===== config.mk =====
export PLATFORM = sky130hd
export DESIGN_NAME = doodle_object_renderer
export DESIGN_NICKNAME = d
export VERILOG_FILES = /design/src/rtl/doodle_object_renderer.sv
export SDC_FILE = /design/constraint.sdc
export NUM_CORES = 1
export LEC_CHECK = 0
export CAP_MARGIN = 30
export CORE_MARGIN = 2
export CORE_UTILIZATION = 25
export DETAILED_ROUTE_END_ITERATION = 10
export DONT_BUFFER_PORTS = 1
export PLACE_DENSITY = 0.49
export REMOVE_ABC_BUFFERS = 1
export SYNTH_ARGS = -nofsm -noshare
export SYNTH_HDL_FRONTEND = slang
export SYNTH_SLANG_ARGS = --single-unit

===== constraint.sdc =====
create_clock -name Clk -period 5.6 [get_ports Clk]
set_clock_uncertainty 0.2 [all_clocks]
set_input_delay 0.84 -clock Clk [delete_from_list [all_inputs] [get_ports Clk]]
set_output_delay 0.84 -clock Clk [all_outputs]
set_load 0.1 [all_outputs]

===== src/rtl/doodle_object_renderer.sv =====
// doodle_object_renderer
//   Pixel-side renderer for the doodle (ball) and the cannon. Object state
//   from the jump logic is snapshotted once per frame on a synchronised
//   frame_clk rising edge, so an object never tears within a frame. Each
//   pixel goes through a fixed 2-cycle pipeline:
//     S1: hit tests, sprite address, size-match flag
//     S2: sprite ROM lookup, colour priority, output registers
//
// Ports
//   Clk, Reset                   pixel clock, async active-high reset
//   frame_clk                    vsync-rate strobe (asynchronous to Clk)
//   DrawX, DrawY, blank          pixel coordinate, 1 = active video
//   BallX/BallY/BallS            doodle centre and half-size
//   CannonX/CannonY/CannonS      cannon centre and half-size
//   outstate                     000 start, 001 play, 010 over
//   Red, Green, Blue             pixel colour (2 cycles after DrawX/DrawY)
//   obj_hit                      {cannon_hit, ball_hit}, qualified by blank
//   facing_left                  doodle facing, updated at the frame edge
module doodle_object_renderer #(
  parameter logic [9:0]  SPRITE_HALF  = 10'd12,
  parameter logic [23:0] BG_COLOR     = 24'hC8E6FF,
  parameter logic [23:0] CANNON_COLOR = 24'h202020,
  parameter logic [23:0] BOX_COLOR    = 24'h40C040,
  parameter logic [23:0] OVER_TINT    = 24'hFF0000
) (
  input  logic       Clk,
  input  logic       Reset,
  input  logic       frame_clk,
  input  logic [9:0] DrawX,
  input  logic [9:0] DrawY,
  input  logic       blank,
  input  logic [9:0] BallX,
  input  logic [9:0] BallY,
  input  logic [9:0] BallS,
  input  logic [9:0] CannonX,
  input  logic [9:0] CannonY,
  input  logic [9:0] CannonS,
  input  logic [2:0] outstate,
  output logic [7:0] Red,
  output logic [7:0] Green,
  output logic [7:0] Blue,
  output logic [1:0] obj_hit,
  output logic       facing_left
);

  localparam logic [2:0] ST_PLAY = 3'b001;
  localparam logic [2:0] ST_OVER = 3'b010;

  localparam logic [23:0] PAL_1 = 24'hF0D040;
  localparam logic [23:0] PAL_2 = 24'h60A030;
  localparam logic [23:0] PAL_3 = 24'h804020;

  // Span test in 12-bit signed so C+S never overflows; results are the same
  // as 11-bit arithmetic for every in-range position. S = 0 gives lo == hi.
  function automatic logic in_span(input logic [9:0] d, input logic [9:0] c,
                                   input logic [9:0] s);
    logic signed [11:0] dd;
    logic signed [11:0] lo;
    logic signed [11:0] hi;
    dd = $signed({2'b00, d});
    lo = $signed({2'b00, c}) - $signed({2'b00, s});
    hi = $signed({2'b00, c}) + $signed({2'b00, s});
    return (dd >= lo) && (dd < hi);
  endfunction

  // 24x24 doodle sprite, 2-bit palette index, 0 = transparent.
  // Entry (row, col) holds (row + 3*col) mod 4.
  function automatic logic [1:0] rom_index(input logic [9:0] addr);
    logic [9:0] r;
    logic [9:0] c;
    logic [9:0] sum;
    r   = addr / 10'd24;
    c   = addr % 10'd24;
    sum = r + c + c + c;
    return sum[1:0];
  endfunction

  // ---------------- frame strobe synchroniser + edge detect ----------------
  logic [2:0] fsync;
  logic       frame_edge;

  always_ff @(posedge Clk or posedge Reset) begin
    if (Reset) fsync <= 3'b000;
    else       fsync <= {fsync[1:0], frame_clk};
  end

  assign frame_edge = fsync[1] & ~fsync[2];

  // ---------------- per-frame shadow registers ----------------
  logic [9:0] ball_x, ball_y, ball_s;
  logic [9:0] cannon_x, cannon_y, cannon_s;
  logic [2:0] state_q;

  logic signed [10:0] dx;
  logic        [10:0] dx_abs;
  logic               facing_nxt;

  assign dx     = $signed({1'b0, BallX}) - $signed({1'b0, ball_x});
  assign dx_abs = dx[10] ? 11'(-dx) : 11'(dx);

  // A jump of half the screen or more is the doodle wrapping around the
  // edge, so its real motion is opposite to the sign of dx.
  always_comb begin
    facing_nxt = facing_left;
    if (dx != 11'sd0) begin
      if (dx_abs < 11'd320) facing_nxt = dx[10];
      else                  facing_nxt = ~dx[10];
    end
  end

  always_ff @(posedge Clk or posedge Reset) begin
    if (Reset) begin
      ball_x      <= 10'd320;
      ball_y      <= 10'd240;
      ball_s      <= 10'd12;
      cannon_x    <= 10'd0;
      cannon_y    <= 10'd0;
      cannon_s    <= 10'd2;
      state_q     <= 3'b000;
      facing_left <= 1'b0;
    end else if (frame_edge) begin
      ball_x      <= BallX;
      ball_y      <= BallY;
      ball_s      <= BallS;
      cannon_x    <= CannonX;
      cannon_y    <= CannonY;
      cannon_s    <= CannonS;
      state_q     <= outstate;
      facing_left <= facing_nxt;
    end
  end

  // ---------------- S1: hit test and sprite address ----------------
  logic       ball_hit, cannon_hit;
  logic [9:0] col_raw, row_raw;
  logic [4:0] col_sel;
  logic [9:0] sprite_addr;

  assign ball_hit   = in_span(DrawX, ball_x, ball_s) & in_span(DrawY, ball_y, ball_s);
  assign cannon_hit = in_span(DrawX, cannon_x, cannon_s) & in_span(DrawY, cannon_y, cannon_s);

  // Offsets from the sprite's top-left corner; only meaningful on a ball hit
  // with the size matching the ROM, where both are 0..23.
  assign col_raw     = DrawX + ball_s - ball_x;
  assign row_raw     = DrawY + ball_s - ball_y;
  assign col_sel     = facing_left ? (5'd23 - col_raw[4:0]) : col_raw[4:0];
  assign sprite_addr = ({5'd0, row_raw[4:0]} * 10'd24) + {5'd0, col_sel};

  logic       s1_valid, s1_ball_hit, s1_cannon_hit, s1_size_ok;
  logic [9:0] s1_addr;
  logic [2:0] s1_state;

  always_ff @(posedge Clk or posedge Reset) begin
    if (Reset) begin
      s1_valid      <= 1'b0;
      s1_ball_hit   <= 1'b0;
      s1_cannon_hit <= 1'b0;
      s1_size_ok    <= 1'b0;
      s1_addr       <= 10'd0;
      s1_state      <= 3'b000;
    end else begin
      s1_valid      <= blank;
      s1_ball_hit   <= blank & ball_hit;
      s1_cannon_hit <= blank & cannon_hit;
      s1_size_ok    <= (ball_s == SPRITE_HALF);
      s1_addr       <= sprite_addr;
      s1_state      <= state_q;
    end
  end

  // ---------------- S2: ROM, colour priority ----------------
  logic [1:0]  rom_idx;
  logic        opaque, show_ball, show_cannon;
  logic [23:0] doodle_rgb, pix_rgb;

  always_comb begin
    rom_idx     = rom_index(s1_addr);
    show_cannon = (s1_state == ST_PLAY);
    show_ball   = (s1_state == ST_PLAY) || (s1_state == ST_OVER);
    opaque      = s1_ball_hit && (!s1_size_ok || (rom_idx != 2'd0));

    doodle_rgb = BOX_COLOR;
    if (s1_size_ok) begin
      case (rom_idx)
        2'd1:    doodle_rgb = PAL_1;
        2'd2:    doodle_rgb = PAL_2;
        default: doodle_rgb = PAL_3;
      endcase
    end
    if (s1_state == ST_OVER) doodle_rgb = OVER_TINT;

    if (!s1_valid)                        pix_rgb = 24'h000000;
    else if (s1_cannon_hit && show_cannon) pix_rgb = CANNON_COLOR;
    else if (opaque && show_ball)          pix_rgb = doodle_rgb;
    else                                   pix_rgb = BG_COLOR;
  end

  always_ff @(posedge Clk or posedge Reset) begin
    if (Reset) begin
      Red     <= 8'd0;
      Green   <= 8'd0;
      Blue    <= 8'd0;
      obj_hit <= 2'b00;
    end else begin
      Red     <= pix_rgb[23:16];
      Green   <= pix_rgb[15:8];
      Blue    <= pix_rgb[7:0];
      obj_hit <= {s1_cannon_hit, s1_ball_hit};
    end
  end

endmodule


## Word level (Yosys, flattened, before mapping)

Index checks and enable logic that the tools add are counted.

| storage, ports and cells | value |
|---|---|
| flip-flop bits (word level) | 110 |
| latch bits | 0 |
| RAM bits | 0 |
| bits in read-only memories | 0 |
| input port bits | 87 |
| output and inout port bits | 27 |
| logic and storage cells | 84 |
| memories | 0 |

| operators by class | value |
|---|---|
| add/subtract/negate cells | 19 |
| multipliers | 1 |
| div/mod/pow operators | 2 |
| magnitude comparators | 9 |
| equal/unequal tests | 5 |
| shift operators | 0 |
| multiplexer cells | 9 |
| bitwise logic cells | 7 |
| reduce and logical (&&, ||, !) cells | 13 |

Operators with widths:

| cell | count |
|---|---|
| $mux W24 | 5 |
| $sub A10 B10 Y11 | 5 |
| $pmux W24 S2 | 1 |
| $add A10 B10 Y11 | 4 |
| $ge A11 B11 Y1 | 4 |
| $lt A10 B11 Y1 | 4 |
| $lt A11 B9 Y1 const B | 1 |
| $mux W11 | 1 |
| $neg A11 Y11 | 1 |
| $reduce_bool A11 Y1 | 1 |
| $add A10 B5 Y10 | 1 |
| $add A5 B5 Y5 | 2 |
| $div A10 B5 Y10 const B | 1 |
| $eq A10 B4 Y1 const B | 1 |
| $mod A10 B5 Y10 const B | 1 |
| $sub A5 B5 Y5 | 2 |
| $logic_and A1 B1 Y1 | 7 |
| $mul A5 B2 Y7 const B | 1 |
| $add A2 B2 Y2 | 3 |
| $and A1 B1 Y1 | 5 |
| $mux W5 | 1 |
| $sub A5 B5 Y5 const A | 1 |
| $eq A3 B1 Y1 const B | 1 |
| $eq A3 B2 Y1 const B | 1 |
| 8 further kinds | 10 |

## Logic depth before layout (Yosys ltp)

Gate-level depths: netlist of the first run.

| logic depth | value |
|---|---|
| depth in word-level cells | 11 |
| mapped depth | 19 |
| mapped depth without buffers | 19 |

## Worst setup path before layout of the first run

OpenSTA, ideal clock, no wires.

| timing | value |
|---|---|
| kind | input port to flip-flop |
| from | in DrawX[1] |
| to | reg s1_addr[9] |
| arrival | 4097 ps |
| data required time | 5310 ps |
| path slack | 1212 ps |
| cell stages on the path | 15 |
| cells stage by stage | inv_1 -> fa_1 -> inv_1 -> fa_1 -> a21o_1 -> a21oi_1 -> xnor2_1 -> xor2_1 -> inv_1 -> fa_1 -> nor3b_1 -> nand2_1 -> or2_0 -> o311a_1 -> o221ai_1 |

| between the ends | value |
|---|---|
| word-level cells in the longest chain between the ends | 5 |

Ends and longest elaborated chain:

| what | RTL line | RTL |
|---|---|---|
| from (decl) | 29 | `input logic [9:0] DrawX,` |
| $add A5 B5 Y5 * | 144 | `assign col_raw = DrawX + ball_s - ball_x;` |
| $sub A5 B5 Y5 * | 144 |  |
| $sub A5 B5 Y5 | 146 | `assign col_sel = facing_left ? (5'd23 - col_raw[4:0]) : col_raw[4:0];` |
| $mux W5 * | 146 |  |
| $add A10 B5 Y10 * | 147 | `assign sprite_addr = ({5'd0, row_raw[4:0]} * 10'd24) + {5'd0, col_sel};` |
| net sprite_addr[9] | 137 | `logic [9:0] sprite_addr;` |
| to (signal assigned) | 166 | `s1_addr <= sprite_addr;` |
| to (decl) | 150 | `logic [9:0] s1_addr;` |

The timed path passes the listed nets; every way through them passes the cells marked *.
A chain may end at the register's enable or synchronous reset.

## Worst setup path in the final report of the first run

| timing | value |
|---|---|
| from | reg ball_s[1] |
| to | reg s1_addr[9] |

| between the ends | value |
|---|---|
| word-level cells in the longest chain between the ends | 5 |
| elaborated cells on any way between the ends | 8 |

Ends and longest elaborated chain:

| what | RTL line | RTL |
|---|---|---|
| from (decl) | 90 | `logic [9:0] ball_x, ball_y, ball_s;` |
| from (signal assigned) | 124 | `ball_s <= BallS;` |
| branches (longest 4 deep; another with $mul A5 B2 Y7) | - |  |
| $add A10 B5 Y10 * | 147 |  |
| net sprite_addr[9] | 137 |  |

Mark *: on every way through the listed nets, which the timed path passes.

==> summary.txt, run 1 <==
Synth
  • Largest family of logic cells by synthesized area: adder cells
  • YS warnings: 0
  • Syn avg cell area: 8.91 µm²
  • Cell taking the most area after synthesis: ha_1
  • Ys flop type: dfrtp_1
  • #FFs+latches synth: 99
  • Xor/xnor share of the synthesized area: 7.13%
  • Seq/Total Area, Yosys: 24.7%
  • Synth area leaders: ha_1 24%, dfrtp_1 22%, xnor2_1 4.8%
  • FFs w/ async S/R, synth: 100%
  • Unique masters post-synth: 64
  • EDFF count, synth: 0
  • Post-synthesis mux area share: 3.57%
  • Synth Area in Adders: 27.6%
  • Top cell type's share of synthesized area: 23.9%
  • Synth Instances: 1130
  • Post-synthesis compound-gate area fraction: 18.1%
  • Post-synthesis simple-gate area fraction: 12.6%
  • Mapped cell area: 10100 µm²

Timing
  • Max Slew Vio Count: 0
  • Tmin final: 4.44 ns
  • Final Setup Violations: 0
  • Setup tns final: 0 ns
  • RSZ-0062 raised after global routing: false
  • Hold Violations, Final: 0
  • Max Freq: 0.225 GHz
  • Worst Tran Pin Value: 0.918 ns
  • Period utilization: 79.3%
  • Worst slew margin: 38.8%

Setup path
  • Max stage delay on crit path: 0.48 ns
  • CP required: 5.71 ns
  • Critical path depth: 16
  • Worst Path Arrival: 4.55 ns
  • Critical path peak fanout: 8
  • R2R depth: 16
  • Crit path buf inv count: 3
  • Worst path top cell family by delay: adder cells
  • Ordered cell list for the critical path: inv_1, fa_1, inv_1, ha_1, a21o_1, a21oi_1, xnor2_1, nand2b_1, xor2_1, inv_1, fa_1, nor3b_1, nand2_1, or2_0, o311a_1, o221ai_1
  • Worst Path Class, Setup: flip-flop to flip-flop
  • CP max stage cell: fa_1
  • Cell mode on critical path: inv_1
  • Crit. End Element: flip-flop
  • Startpoint Class: flip-flop

Clock tree
  • Hold_buf cts: 0
  • CTS buffer count: 9
  • Clk_lat worst skew: 0.39 ns
  • TritonCTS clock tree: done
  • CTS Root Cell: clkbuf_16
  • H-tree lvl count: 3
  • CTS-repair resized insts: 0
  • Deepest clock path buffer count: 2
  • Postcts setup bufs: 0
  • Clk pin slew, worst setup/hold paths: 0.09 ns
  • CTS Sinks: 99

Power
  • Leak: 5.10 nW
  • Worst VDD drop: 175 µV
  • PD cells: 429 nW/µm²
  • Final Power: 4.70 mW

Die
  • Die ar.: 41900 µm²
  • Core area: 39700 µm²
  • Starting Density: 25.3%
  • Core Rows: 73
  • Die X: 205 µm
  • IO Pins: 114
  • Die Ht: 205 µm

GRT
  • Initial antenna violation count: 2
  • Global route overflow: 0
  • Largest net degree at the start of global routing: 58
  • First-pass GRT wire length: 42.5 mm
  • Vias in the first global route: 7566
  • GRT Overall Usage: 13.2%

Layout
  • Most common cell after layout, fill and taps aside: ha_1
  • Synth-to-Final Area Change: 8.85%
  • Nets@finish: 1411
  • Share of cells above drive strength 1: 6.35%
  • Most frequent cells in the layout: 192 x ha_1, 118 x inv_1, 88 x dfrtp_1

Place
  • Number of buffers added on ports: 0
  • Post-DP HPWL: 22.3 mm
  • Gp weighted congestion: 0.817

Drt
  • Post-route DRC: 0
  • WL final: 27.1 mm
  • Post-DRT Antenna Nets: 0
  • Drt pass-1 iters: 5
  • DR WL/cell: 16.5 µm
  • 1st-iter DRT viols: 362
  • Vias per inst: 4.68
  • Vias: 7687

Status
  • Run status: finished clean

Hold path
  • Tightest Hold Check Type: flip-flop to flip-flop
  • Cells on Worst Hold Path: 0

Job
  • Max-Cap Viols: 0
[cells by family (layout without fill, tap and decap cells)]
group	count (synthesis)	count (layout)
AOI/OAI and AO/OA	284	284
xor gates and xnor gates	82	82
adders and majority gates	211	211
buffers and inverters	155	142
DFF	99	99
muxes	32	32
other	1	3
and+or+nand+nor	266	266
[path summary, 6_finish.rpt]
kind	start	end	slack [ns]
max in group asynchronous	Reset	ball_x[3]	3.89
min in group asynchronous	Reset	fsync[1]	0.22
worst max register to register	ball_s[1]	s1_addr[9]	1.16
worst min register to register	fsync[0]	fsync[1]	0.15
worst min-delay path	fsync[0]	fsync[1]	0.15
worst max-delay path	ball_s[1]	s1_addr[9]	1.16
[flip-flops by register name, summed over array words and instances (netlist names), 2 cells and up]
name and count:
Blue 4, Green 4, Red 6, ball_s 10, ball_x 10, ball_y 10
cannon_s 10, cannon_x 10, cannon_y 10, fsync 3, obj_hit 2, s1_addr 9
s1_state 3, state_q 3
[power by group]
group          switching [mW]  total [mW]  internal, mW
logic                    1.63        2.90          1.27
registers               0.265        1.12         0.860
clock network           0.351       0.675         0.324
[cells in the mapped netlist, drive strengths merged (3+ instances only)]
| library cell | n |
|---|---|
| nor2 | 71 |
| nor3b | 3 |
| or2 | 3 |
| o21ai | 88 |
| a221o | 4 |
| nor4 | 4 |
| o221ai | 3 |
| nand3 | 15 |
| a21oi | 67 |
| xor2 | 27 |
| or3 | 5 |
| dfstp | 9 |
| o31ai | 3 |
| ha | 192 |
| nand4 | 3 |
| inv | 119 |
| a21o | 26 |
| o2111a | 3 |
| a21boi | 3 |
| xnor2 | 55 |
| nor2b | 22 |
| o21a | 16 |
| clkbuf | 20 |
| a221oi | 3 |
| fa | 19 |
| a211oi | 7 |
| a211o | 8 |
| a2111oi | 5 |
| o21bai | 9 |
| and3 | 6 |
| and2 | 4 |
| nand2b | 26 |
| nor3 | 25 |
| a31oi | 10 |
| buf | 16 |
| nand2 | 73 |
| o311ai | 3 |
| dfrtp | 90 |
| o41ai | 4 |
| mux2 | 31 |
| a311oi | 7 |
[metal layers]
layer	vias to the layer above	share of wire [%]	track usage [%]
met5	-	0.059	0
met4	2	1.1	3.05
met3	15	5.6	3.18
met2	140	45	21.0
met1	3632	49	17.9
li1	3898	-	-
[per-stage QoR]
stage	worst slack [ns]	util (%)	hold slack [ns]	area (µm²)	cells
after floorplan	0.104	-	0.131	9900	1095
after global placement	1.02	26.8	0.131	10600	1627
after detailed placement	0.999	26.8	0.150	10600	1627
after CTS	1.13	27.6	0.155	11000	1643
after global routing	0.826	27.6	0.166	11000	1643
final	1.16	27.6	0.151	11000	1644
[area by class of cell]
cell class / count / area, µm²
clock inverter: 7 / 88.8
clock buffer: 9 / 225
multi-input combinational: 877 / 6970
timing repair buffer: 7 / 72.6
inverter: 119 / 449
sequential: 99 / 2490
antenna: 1 / 2.50
fill: 4256 / 28800
tap: 525 / 657
Power figures use the tool's default switching activity.
==> inputs of run 2 (changes only) <==
--- a/config.mk
+++ b/config.mk
@@ -10,7 +10,7 @@
 export CORE_UTILIZATION = 25
 export DETAILED_ROUTE_END_ITERATION = 10
 export DONT_BUFFER_PORTS = 1
-export PLACE_DENSITY = 0.49
+export PLACE_DENSITY = 0.51
 export REMOVE_ABC_BUFFERS = 1
 export SYNTH_ARGS = -nofsm -noshare
 export SYNTH_HDL_FRONTEND = slang
==> constraint.sdc (replaced) <==
create_clock -name Clk -period 3.9 [get_ports Clk]
set_clock_uncertainty 0.2 [all_clocks]
set_input_delay 0.585 -clock Clk [delete_from_list [all_inputs] [get_ports Clk]]
set_output_delay 0.585 -clock Clk [all_outputs]
set_load 0.1 [all_outputs]
==> summary.txt, run 2 (synthesis results as in run 1) <==
Die
  • Core Rows: 73
  • Starting Density: 25.3%
  • Die Ht: 205 µm
  • Die ar.: 41900 µm²
  • Core area: 39700 µm²
  • Die X: 205 µm
  • IO Pins: 114

Job
  • Max-Cap Viols: 0

Setup path
  • Startpoint Class: flip-flop
  • Worst Path Class, Setup: flip-flop to flip-flop
  • Worst Path Arrival: 4.03 ns
  • Critical path peak fanout: 7
  • CP required: 4.02 ns
  • Crit. End Element: flip-flop

Timing
  • Max Slew Vio Count: 0
  • Tmin final: 3.91 ns
  • Max Freq: 0.256 GHz
  • RSZ-0062 raised after global routing: true
  • Worst slew margin: 39.2%
  • Setup tns final: -0.00810 ns
  • Worst Tran Pin Value: 0.912 ns
  • Final worst slack: -0.00810 ns
  • Period utilization: 100%
  • Final Setup Violations: 1
  • Hold Violations, Final: 0

Layout
  • Most frequent cells in the layout: 187 x ha_1, 110 x inv_1, 88 x dfrtp_1
  • Synth-to-Final Area Change: 15.3%
  • Multi-input gate area: 7200 µm²
  • Seq. cell area: 2490 µm²
  • Fill cells: 4193
  • Most common cell after layout, fill and taps aside: ha_1
  • Design Area, Final: 11600 µm²
  • Fin util: 29.2%
  • Share of cells above drive strength 1: 14.7%
  • Final cell count without fillers: 1699
  • Nets@finish: 1466

GRT
  • GRT Overall Usage: 13.6%
  • Initial antenna violation count: 4
  • Global route overflow: 0
  • Vias in the first global route: 7793
  • First-pass GRT wire length: 43.6 mm
  • Largest net degree at the start of global routing: 62

Status
  • Failing checks: setup timing
  • Run status: complete, but fails checks

Clock tree
  • Clk pin slew, worst setup/hold paths: 0.10 ns
  • H-tree lvl count: 3
  • Clk_lat worst skew: 0.40 ns
  • CTS Sinks: 99
  • TritonCTS clock tree: done
  • Deepest clock path buffer count: 2
  • CTS buffer count: 9
  • CTS Root Cell: clkbuf_16

Place
  • Number of buffers added on ports: 0
  • DP Area: 11000 µm²
  • Dpl cells: 1669
  • Worst slack, placed: -0.394 ns
  • Gp weighted congestion: 0.828
  • Post-DP HPWL: 22.5 mm

Drt
  • DR WL/cell: 16.4 µm
  • 1st-iter DRT viols: 351
  • Post-DRT Antenna Nets: 0
  • WL final: 27.8 mm
  • Drt pass-1 iters: 4
  • Vias per inst: 4.63
  • Vias: 7870
  • Post-route DRC: 0

Power
  • PD cells: 649 nW/µm²
  • Leak: 5.41 nW
  • Worst VDD drop: 276 µV

Hold path
  • Tightest Hold Check Type: input pin to asynchronous set/reset pin
## run 2: cell count changes in the layout (fill, tap and decap cells not counted), moves of 5 or more
cell,before,now
inv_2,0,8
buf_4,6,58
inv_1,118,110
o21ai_0,85,78
ha_1,192,187
a21oi_1,67,60
a21oi_2,0,6
## run 2: what timing repair did
| item | 4_1_cts | 5_1_grt |
|---|---|---|
| hold buffers | 2 | 0 |
| setup buffers | 3 | 8 |
| setup endpoints to repair | 2 | 5 |
| pin swaps | 3 | 27 |
| gates resized for setup | 9 | 55 |
| hold endpoints to repair | 2 | 0 |
## run 2: area by class of cell
class | instances | area share (%)
multi-input combinational | 877 | 62.0
clock buffer | 9 | 1.94
clock inverter | 7 | 0.787
antenna | 1 | 0.0216
inverter | 119 | 3.87
sequential | 99 | 21.5
timing repair buffer | 62 | 4.26
tap | 525 | 5.66
## run 2: through the flow
step	hold WS [ns]	power, mW
after floorplan	0.131	4.88
after global placement	0.140	6.04
after detailed placement	0.137	6.10
after CTS	0.0618	7.23
after global routing	0.100	8.31
final	0.0366	7.53
## run 2: per-layer routing
layer	up-vias	GRT usage, %	part of all wire [%]
met5	-	0	0.061
met4	2	3.42	1.3
met3	24	3.52	5.4
met2	129	20.6	44
met1	3712	19.0	49
li1	4003	-	-
## run 2: power by group
group | internal [mW] | switching, mW
Combinational | 2.37 | 2.59
Clock | 0.462 | 0.510
Sequential | 1.23 | 0.361
Total | 4.07 | 3.46
## run 2: worst max-delay path, cell delays in order (launching register included)
cell and delay, ns:
dfrtp_1 0.37, inv_2 0.05, buf_6 0.14, fa_1 0.50
inv_2 0.05, ha_1 0.29, a21o_1 0.21, a21oi_4 0.17
xnor2_2 0.14, ha_1 0.29, a21o_1 0.20, a21oi_2 0.16
xnor2_1 0.16, nand2_1 0.12, or2_4 0.25, o311a_1 0.35
o221ai_2 0.19
## run 2: path summary, 6_finish.rpt
check / startpoint / slack [ns] / to / cells past startpoint
setup / recovery: ball_s[1] / -0.008 / s1_addr[9] / 16
hold / removal: Reset / 0.04 / fsync[2] / 1
setup reg to reg: ball_s[1] / -0.008 / s1_addr[9] / 16
hold reg to reg: fsync[0] / 0.15 / fsync[1] / 0
max in group asynchronous: Reset / 2.59 / ball_x[8] / 2
min in group Clk: BallS[0] / 0.10 / ball_s[0] / 2
==> inputs of run 3 (changes only) <==
--- a/config.mk
+++ b/config.mk
@@ -9,9 +9,9 @@
 export CORE_MARGIN = 2
 export CORE_UTILIZATION = 25
 export DETAILED_ROUTE_END_ITERATION = 10
-export DONT_BUFFER_PORTS = 1
-export PLACE_DENSITY = 0.51
+export PLACE_DENSITY = 0.4
 export REMOVE_ABC_BUFFERS = 1
+export SLEW_MARGIN = 5
 export SYNTH_ARGS = -nofsm -noshare
 export SYNTH_HDL_FRONTEND = slang
 export SYNTH_SLANG_ARGS = --single-unit
==> summary.txt, run 3 (synthesis results as in run 1) <==
Status
  • Run status: finished clean

Place
  • Post-DP HPWL: 23.4 mm
  • Number of buffers added on ports: 111
  • Gp weighted congestion: 0.814

Layout
  • Number of diodes: 0
  • Most frequent cells in the layout: 183 x ha_1, 112 x inv_1, 105 x clkdlybuf4s50_1
  • Nets@finish: 1607
  • Share of cells above drive strength 1: 16.7%
  • Synth-to-Final Area Change: 29.4%
  • Most common cell after layout, fill and taps aside: ha_1

Die
  • Die Ht: 205 µm
  • Starting Density: 25.3%
  • IO Pins: 114
  • Core area: 39700 µm²
  • Die X: 205 µm
  • Die ar.: 41900 µm²
  • Core Rows: 73

Setup path
  • Worst path top cell family by delay: adder cells
  • Critical path peak fanout: 2
  • R2R depth: 16
  • Startpoint Class: input pin
  • Max stage delay on crit path: 0.53 ns
  • R2r setup slk: 0.04 ns
  • Ordered cell list for the critical path: clkdlybuf4s50_1, inv_1, fa_1, inv_1, ha_4, a21oi_4, xnor2_2, xor2_2, inv_2, fa_2, nor3b_2, nand2_1, or2_1, o311a_1, o221ai_2
  • Crit. End Element: flip-flop
  • Worst Path Class, Setup: input pin to flip-flop
  • Crit path buf inv count: 4
  • CP required: 4.00 ns
  • CP max stage cell: fa_1
  • Worst Path Arrival: 3.97 ns
  • Cell mode on critical path: inv_1
  • FF-to-FF Start: ball_s[2]
  • Capturing point of the worst reg2reg path: s1_addr[9]

GRT
  • GRT Overall Usage: 14.1%
  • Initial antenna violation count: 1
  • Global route overflow: 0
  • Vias in the first global route: 8302
  • Largest net degree at the start of global routing: 58
  • First-pass GRT wire length: 45.4 mm

Drt
  • WL final: 29.0 mm
  • 1st-iter DRT viols: 349
  • Post-route DRC: 0
  • Drt pass-1 iters: 4
  • Vias per inst: 4.49
  • DR WL/cell: 15.8 µm
  • Post-DRT Antenna Nets: 0
  • Vias: 8263

Clock tree
  • Deepest clock path buffer count: 2
  • CTS buffer count: 9
  • TritonCTS clock tree: done
  • H-tree lvl count: 3
  • Clk pin slew, worst setup/hold paths: 0.07 ns
  • CTS Root Cell: clkbuf_16
  • CTS Sinks: 99
  • Clk_lat worst skew: 0.39 ns

Timing
  • Hold Violations, Final: 0
  • Max Slew Vio Count: 0
  • Worst slew margin: 34.1%
  • Setup tns final: 0 ns
  • Worst Tran Pin Value: 0.985 ns
  • Max Freq: 0.258 GHz
  • Final Setup Violations: 0
  • Tmin final: 3.87 ns
  • Period utilization: 99.3%
  • RSZ-0062 raised after global routing: true

Power
  • PD cells: 613 nW/µm²
  • Worst VDD drop: 348 µV
  • Final Power: 7.98 mW
  • Leak: 6.01 nW

Job
  • Max-Cap Viols: 0

Hold path
  • Tightest Hold Check Type: flip-flop to flip-flop
  • Hold path start: fsync[0]
  • Hold path endpoint: fsync[1]
  • Cells on Worst Hold Path: 0
## run 3: through the flow
stage	setup slack [ns]	instance area [µm²]	cells	hold slack (ns)	utilization [%]
global route	-0.126	13000	1839	0.167	32.8
finish	0.0258	13000	1839	0.156	32.8
detailed placement	-0.961	12300	1813	0.145	30.9
global placement	-0.900	12300	1812	0.144	30.9
CTS	-0.00409	12700	1832	0.162	32.1
floorplan	-1.34	9900	1095	0.131	-
## run 3: layer usage
| metal | track usage, % | vias to the layer above | routed length [µm] |
|---|---|---|---|
| met2 | 23.2 | 114 | 13300 |
| met3 | 1.85 | 15 | 810 |
| met1 | 19.5 | 3844 | 14500 |
| li1 | - | 4290 | - |
| met5 | 0 | - | 0 |
| met4 | 3.70 | 0 | 364 |
## run 3: worst max path at each step
stage / to / from / slack, ns / cells after the start
after CTS: s1_addr[9] / DrawY[1] / -0.004 / 14
after floorplan: Blue[0] / Blue[3] / -1.34 / 0
after global routing: s1_addr[9] / ball_s[2] / -0.13 / 16
after detailed placement: s1_addr[9] / DrawX[1] / -0.96 / 16
final: s1_addr[9] / DrawX[3] / 0.03 / 15
after global placement: s1_addr[9] / DrawX[1] / -0.90 / 16
## run 3: power by group
| part | total [mW] | switching, mW | internal (mW) | leakage [nW] |
|---|---|---|---|---|
| Clock | 0.942 | 0.489 | 0.453 | 0.142 |
| Combinational | 5.63 | 2.89 | 2.74 | 4.69 |
| Sequential | 1.41 | 0.173 | 1.24 | 1.18 |
## run 3: area by class of cell
type,count,area [µm²]
sequential,99,2490
clock buffer,9,225
clock inverter,7,67.6
timing repair buffer,203,1810
tap,525,657
fill,4164,26700
multi-input combinational,877,7320
inverter,119,449
## run 3: timing repair
item / 4_1_cts / 5_1_grt
hold buffers: 0 / 0
buffers inserted: 3 / 7
gates resized for setup: 38 / 64
endpoints found under the setup margin: 4 / 13
pin swaps: 29 / 41
